File: src/rtl/mult_div_sequencer.sv
// mult_div_sequencer
// Multi-cycle HI/LO unit for MULT/MULTU/DIV/DIVU. It uses a shift-add
// multiplier and a restoring divider, one step per cycle over WIDTH cycles,
// and owns the architectural HI/LO registers.
//
// Ports:
//   clk, rst_n        clock (rising edge), asynchronous active-low reset
//   start, op, a, b   issue an operation: op 00 MULTU, 01 MULT, 10 DIVU, 11 DIV
//   mthi, mtlo, wdata direct HI/LO writes (only honoured while idle)
//   rd_hilo           MFHI/MFLO in EX this cycle (only affects stall)
//   hi, lo            committed HI/LO values
//   busy              operation in flight (registered)
//   done              one-cycle pulse after the HI/LO update
//   stall             pipeline stall request (combinational)
module mult_div_sequencer #(
   parameter int WIDTH = 32
) (
   input  logic             clk,
   input  logic             rst_n,
   input  logic             start,
   input  logic [1:0]       op,
   input  logic [WIDTH-1:0] a,
   input  logic [WIDTH-1:0] b,
   input  logic             mthi,
   input  logic             mtlo,
   input  logic [WIDTH-1:0] wdata,
   input  logic             rd_hilo,
   output logic [WIDTH-1:0] hi,
   output logic [WIDTH-1:0] lo,
   output logic             busy,
   output logic             done,
   output logic             stall
);

   localparam int CW = (WIDTH > 1) ? $clog2(WIDTH) : 1;
   localparam logic [CW-1:0] LAST = CW'(WIDTH - 1);

   typedef enum logic [1:0] {IDLE, PREP, CALC, FIX} state_t;

   state_t             state_reg, state_next;
   logic [1:0]         op_reg;          // [0] signed, [1] divide
   logic [WIDTH-1:0]   a_reg, b_reg;    // raw operands, then magnitudes after PREP
   logic               sign_q_reg, sign_r_reg;
   logic [2*WIDTH-1:0] acc_reg;         // mult: {partial, multiplier}; div: {remainder, quotient}
   logic [CW-1:0]      count_reg;

   logic [WIDTH-1:0]   a_abs, b_abs;
   logic [WIDTH:0]     add_sum;
   logic [2*WIDTH-1:0] mul_next;
   logic [WIDTH:0]     shifted, trial;
   logic [2*WIDTH-1:0] div_next;
   logic [2*WIDTH-1:0] prod_fix;
   logic [WIDTH-1:0]   quot_fix, rem_fix;

   // Magnitudes: the most negative value maps onto itself, which is its
   // correct unsigned magnitude.
   assign a_abs = (op_reg[0] && a_reg[WIDTH-1]) ? -a_reg : a_reg;
   assign b_abs = (op_reg[0] && b_reg[WIDTH-1]) ? -b_reg : b_reg;

   // Shift-add step: conditionally add the multiplicand into the upper half
   // (keeping the carry), then shift the whole register right by one.
   assign add_sum  = {1'b0, acc_reg[2*WIDTH-1:WIDTH]} + (acc_reg[0] ? {1'b0, a_reg} : '0);
   assign mul_next = {add_sum, acc_reg[WIDTH-1:1]};

   // Restoring step: bring the next dividend bit into the remainder and keep
   // the trial difference only when it did not borrow. A zero divisor always
   // "succeeds", yielding an all-ones quotient and remainder = dividend.
   assign shifted  = {acc_reg[2*WIDTH-1:WIDTH], acc_reg[WIDTH-1]};
   assign trial    = shifted - {1'b0, b_reg};
   assign div_next = trial[WIDTH] ? {shifted[WIDTH-1:0], acc_reg[WIDTH-2:0], 1'b0}
                                  : {trial[WIDTH-1:0],   acc_reg[WIDTH-2:0], 1'b1};

   assign prod_fix = sign_q_reg ? -acc_reg : acc_reg;
   assign quot_fix = sign_q_reg ? -acc_reg[WIDTH-1:0] : acc_reg[WIDTH-1:0];
   assign rem_fix  = sign_r_reg ? -acc_reg[2*WIDTH-1:WIDTH] : acc_reg[2*WIDTH-1:WIDTH];

   assign stall = busy & (start | rd_hilo | mthi | mtlo);

   always_comb begin
      state_next = state_reg;
      case (state_reg)
         IDLE:    if (start) state_next = PREP;
         PREP:    state_next = CALC;
         CALC:    if (count_reg == LAST) state_next = FIX;
         FIX:     state_next = IDLE;
         default: state_next = IDLE;
      endcase
   end

   always_ff @(posedge clk or negedge rst_n) begin
      if (!rst_n) begin
         state_reg <= IDLE;
      end else begin
         state_reg <= state_next;
      end
   end

   always_ff @(posedge clk or negedge rst_n) begin
      if (!rst_n) begin
         op_reg     <= '0;
         a_reg      <= '0;
         b_reg      <= '0;
         sign_q_reg <= 1'b0;
         sign_r_reg <= 1'b0;
         acc_reg    <= '0;
         count_reg  <= '0;
         hi         <= '0;
         lo         <= '0;
         busy       <= 1'b0;
         done       <= 1'b0;
      end else begin
         busy <= (state_next != IDLE);
         done <= (state_reg == FIX);
         case (state_reg)
            IDLE: begin
               if (start) begin
                  // A simultaneous MTHI/MTLO is dropped in favour of the op.
                  op_reg <= op;
                  a_reg  <= a;
                  b_reg  <= b;
               end else begin
                  if (mthi) hi <= wdata;
                  if (mtlo) lo <= wdata;
               end
            end
            PREP: begin
               a_reg      <= a_abs;
               b_reg      <= b_abs;
               sign_q_reg <= op_reg[0] & (a_reg[WIDTH-1] ^ b_reg[WIDTH-1]);
               sign_r_reg <= op_reg[0] & a_reg[WIDTH-1];
               acc_reg    <= op_reg[1] ? {{WIDTH{1'b0}}, a_abs} : {{WIDTH{1'b0}}, b_abs};
               count_reg  <= '0;
            end
            CALC: begin
               acc_reg   <= op_reg[1] ? div_next : mul_next;
               count_reg <= count_reg + 1'b1;
            end
            FIX: begin
               if (op_reg[1]) begin
                  lo <= quot_fix;
                  hi <= rem_fix;
               end else begin
                  {hi, lo} <= prod_fix;
               end
            end
            default: ;
         endcase
      end
   end

endmodule
File: config.mk
export PLATFORM = sky130hd
export DESIGN_NAME = mult_div_sequencer
export DESIGN_NICKNAME = d
export VERILOG_FILES = /design/src/rtl/mult_div_sequencer.sv
export SDC_FILE = /design/constraint.sdc
export NUM_CORES = 1
export LEC_CHECK = 0
export CAP_MARGIN = 25
export CORE_MARGIN = 1
export CORE_UTILIZATION = 40
export CTS_BUF_LIST = sky130_fd_sc_hd__clkbuf_2
export DETAILED_ROUTE_END_ITERATION = 6
export DONT_BUFFER_PORTS = 1
export PLACE_DENSITY = 0.61
export SKIP_LAST_GASP = 1
export SLEW_MARGIN = 40
export SYNTH_ARGS = -nofsm -noshare
export SYNTH_HDL_FRONTEND = slang
export SYNTH_SLANG_ARGS = --single-unit
File: constraint.sdc
create_clock -name clk -period 3.6 [get_ports clk]
set_input_delay 1.08 -clock clk [delete_from_list [all_inputs] [get_ports clk]]
set_output_delay 1.08 -clock clk [all_outputs]
set_load 0.03 [all_outputs]
==> Implementation_results.wiki <==
{| class="wikitable"
! Metric !! Value
|-
| Number of max-slew violations in the final report || 0
|-
| Class of the most critical hold timing path || primary input to async pin
|-
| Gpl congestion || roughly 1.0
|-
| Cell taking the most area after synthesis || sky130_fd_sc_hd__dfrtp_1
|-
| Initial core utilization || 0.405
|-
| Met1 usage in global routing || 0.420
|-
| Total number of vias || ~16k
|-
| Result of the run || complete, but fails checks
|-
| Final min period || approximately 3400 ps
|-
| Placed Cells incl. Taps || 2,571
|-
| Final routed DRC violation total || 0
|-
| Max cap viols || 0
|-
| CP Capture Type || flip-flop
|-
| Top library cells by usage in the layout, fill and taps aside || 210 x sky130_fd_sc_hd__nand2_1, 203 x sky130_fd_sc_hd__dfrtp_1, 202 x sky130_fd_sc_hd__a21oi_1
|-
| Worst vdd rail ir drop || between 0.4 and 0.5 mV
|-
| Critical path class || flip-flop to flip-flop
|-
| Die span in x || roughly 200 um
|-
| Share of the clock period used by the worst path || 0.953
|-
| Async S/R FF share, synth || 1.00
|-
| Slew @ Worst Pin || between 700 and 800 ps
|-
| Flop and latch count out of synthesis || a little over 200
|-
| Unrepaired setup endpoints after global routing || false
|-
| Placed wire-length estimate || between 50,000 and 60,000 um
|-
| Setup-violating endpoint count in the final report || 0
|-
| Max Clk Rate || roughly 0.3 GHz
|-
| Clk root buf || sky130_fd_sc_hd__clkbuf_2
|-
| Global-route wire length before repair || approximately 97,000 um
|-
| Number of clock sinks || slightly above 200
|-
| Reported leakage power || between 7 and 8 nW
|-
| Cell area after technology mapping || around 17,000 um^2
|-
| Main flop type after synthesis || sky130_fd_sc_hd__dfrtp_1
|-
| Number of synthesis warnings || 0
|-
| Number of buffers inserted by port buffering || 0
|-
| Total cell area at the placement stage || between 15,000 and 20,000 um^2
|-
| Filler-free cell count of the finished design || approximately 2.7k
|-
| Remaining Overflow, GRT || 0
|-
| Detailed Route WL || 65,500 um
|-
| Violation count after the first detailed-route iteration || 1,586
|-
| Power Total || 19.8 mW
|-
| Core Area || between 40,000 and 50,000 um^2
|-
| Clock Latency Late Sink || 1130 ps
|-
| Final cell area excluding filler cells || about 18,000 um^2
|-
| Row cnt || between 70 and 80
|-
| Max FFs per register || 64
|-
| Worst-path maximum fanout || 24
|-
| Area share of the leading cell type in the synthesized netlist || 0.310
|-
| Number of top-level pins || about 170
|-
| Number of hold violations in the final report || around 200
|-
| Avg Vias per Cell || between 5 and 6
|-
| Buffers from clock root to sink, at most || 3
|-
| Layout Nets || roughly 2.3k
|-
| Slew Limit Headroom || 0.481
|-
| Global routing met2 resource utilization || 0.453
|-
| Synthesized netlist net count || 2,220
|-
| Cell Pwr Density || between 1000 and 1500 nW/um^2
|-
| Chip Height || roughly 210 um
|-
| Violations in the final reports || negative hold slack
|-
| Clk pin slew, worst setup/hold paths || around 120 ps
|-
| Pin count of the biggest net entering global routing || between 200 and 250
|-
| Number of enable flip-flop cells after synthesis || 0
|-
| Register area share after synthesis || 0.310
|-
| Post-Route Utilization || 0.450
|-
| Avg WL per Cell || about 24 um
|-
| Detailed-router iteration count before antenna repair || 6
|-
| Beginning of the worst register-to-register path || acc_reg[31]
|-
| Worst path required time || 4550 ps
|-
| Combined global-route utilization of all metal layers || 0.308
|-
| TritonCTS clock tree || yes
|-
| Count of distinct cell types in the synthesized netlist || between 80 and 90
|-
| Final setup skew || roughly 94 ps
|-
| Layout overhead on the synthesized area || 11.2%
|-
| Cell types occupying the most area after synthesis || sky130_fd_sc_hd__dfrtp_1 31%, sky130_fd_sc_hd__a21oi_1 6.3%, sky130_fd_sc_hd__xnor2_1 5.9%
|-
| Most frequent standard cell in the layout excluding fill and tap cells || sky130_fd_sc_hd__nand2_1
|-
| Antenna violations before repair || 5
|-
| Share of post-route cells with drive strength above 1 || 0.132
|-
| Number of nets still failing antenna checks after routing || 0
|-
| Most crowded layer after global routing || met2
|-
| H-tree lvl count || 2
|-
| Avg Inst Size Synth || ~8.1 um^2
|-
| Tightest hold margin || -331 ps
|-
| Number of clock buffers inserted by TritonCTS || 60
|-
| Setup Total Neg Slack || 0 ps
|-
| Post-Synthesis Cells || roughly 2k
|-
| CP Launch Type || flip-flop
|-
| Arr. time, crit path || ~4400 ps
|-
| Die area || around 42,000 um^2
|-
| Global-route met3 utilization || 0.0814
|-
| Critical path startpoint || acc_reg[31]
|-
| Number of global-route vias before repair || ~15k
|}
-- kinds of logic (layout without fill, tap and decap cells) --
| group | after synthesis | in the layout | share of synthesized area |
|---|---|---|---|
| AO/OA/AOI/OAI | 695 | 695 | 0.258 |
| XOR/XNOR | 172 | 172 | 0.0911 |
| adder cells (fa/ha/maj) | 76 | 76 | 0.0584 |
| buffers and inverters | 196 | 307 | 0.0461 |
| flip-flops | 205 | 205 | 0.310 |
| multiplexers | 85 | 85 | 0.0582 |
| other | 0 | 10 | 0 |
| AND/OR/NAND/NOR | 611 | 611 | 0.178 |
-- power breakdown --
group	switching, mW	internal (mW)
clock network	1.16	0.753
registers	2.08	3.35
logic	7.75	4.74
total	11.0	8.84
-- layout make-up --
type	count	area, um^2
clock inverters	21	111
repair buffers	124	1000
diodes	10	25.0
clock buffers	91	455
fillers	4174	22400
inverters	71	267
well taps	532	666
multi-input cells	1639	10700
flip-flops and latches	205	5130
-- worst paths after layout --
check	slack [ps]	end	cells past startpoint
min reg2reg	490	count_reg[3]	1
min in group clk	160	b_reg[21]	2
max reg2reg	170	acc_reg[0]	13
max	170	acc_reg[0]	13
max in group asynchronous	3400	acc_reg[30]	0
min	-330	hi[8]	0
-- timing repair --
action	CTS	global route
buffers inserted	0	0
endpoints found under the setup margin	1	6
resized for setup	1	6
endpoints found under the hold margin	205	205
-- cell usage after synthesis (8+ instances only) --
library cell	count
sky130_fd_sc_hd__a211oi_1	33
sky130_fd_sc_hd__a21o_1	41
sky130_fd_sc_hd__a21oi_1	207
sky130_fd_sc_hd__a31oi_1	33
sky130_fd_sc_hd__a41oi_1	8
sky130_fd_sc_hd__and2_1	41
sky130_fd_sc_hd__and3_1	17
sky130_fd_sc_hd__clkbuf_1	112
sky130_fd_sc_hd__dfrtp_1	205
sky130_fd_sc_hd__ha_1	74
sky130_fd_sc_hd__inv_1	67
sky130_fd_sc_hd__mux2_2	19
sky130_fd_sc_hd__mux2i_1	59
sky130_fd_sc_hd__nand2_1	212
sky130_fd_sc_hd__nand2b_1	13
sky130_fd_sc_hd__nand3_1	45
sky130_fd_sc_hd__nand4_1	9
sky130_fd_sc_hd__nor2_1	141
sky130_fd_sc_hd__nor2b_1	22
sky130_fd_sc_hd__nor3_1	29
sky130_fd_sc_hd__nor3b_1	11
sky130_fd_sc_hd__nor4_1	14
sky130_fd_sc_hd__o211ai_1	22
sky130_fd_sc_hd__o21a_1	11
sky130_fd_sc_hd__o21ai_0	191
sky130_fd_sc_hd__o21bai_1	9
sky130_fd_sc_hd__o221ai_1	22
sky130_fd_sc_hd__o22ai_1	38
sky130_fd_sc_hd__o31ai_1	17
sky130_fd_sc_hd__or2_2	8
sky130_fd_sc_hd__or3_1	14
sky130_fd_sc_hd__or4_1	15
sky130_fd_sc_hd__xnor2_1	111
sky130_fd_sc_hd__xor2_1	61
-- worst max-delay path, stage by stage, from the launching register on --
cell and delay (ps):
sky130_fd_sc_hd__dfrtp_1 370, sky130_fd_sc_hd__inv_1 60, sky130_fd_sc_hd__ha_1 220, sky130_fd_sc_hd__fa_1 390
sky130_fd_sc_hd__nand2b_1 210, sky130_fd_sc_hd__a21oi_2 250, sky130_fd_sc_hd__o2111ai_2 210, sky130_fd_sc_hd__a21oi_2 210
sky130_fd_sc_hd__o21ba_2 180, sky130_fd_sc_hd__o21a_1 150, sky130_fd_sc_hd__nor2_2 70, sky130_fd_sc_hd__buf_12 180
sky130_fd_sc_hd__mux4_2 470, sky130_fd_sc_hd__mux2_2 270
-- layer usage --
| layer | up-vias | wire [um] |
|---|---|---|
| met5 | - | 8 |
| met2 | 747 | 27300 |
| met3 | 122 | 6450 |
| li1 | 7586 | - |
| met1 | 7668 | 28700 |
| met4 | 2 | 2930 |
-- through the flow --
step / hold WS [ps] / worst slack [ps]
after global placement: 466 / 134
final: -331 / 170
after CTS: -411 / 87.0
after floorplan: 444 / 408
after global routing: -437 / 16.7
after detailed placement: 472 / 86.6
Note: power is estimated with default switching activity, not from simulation.
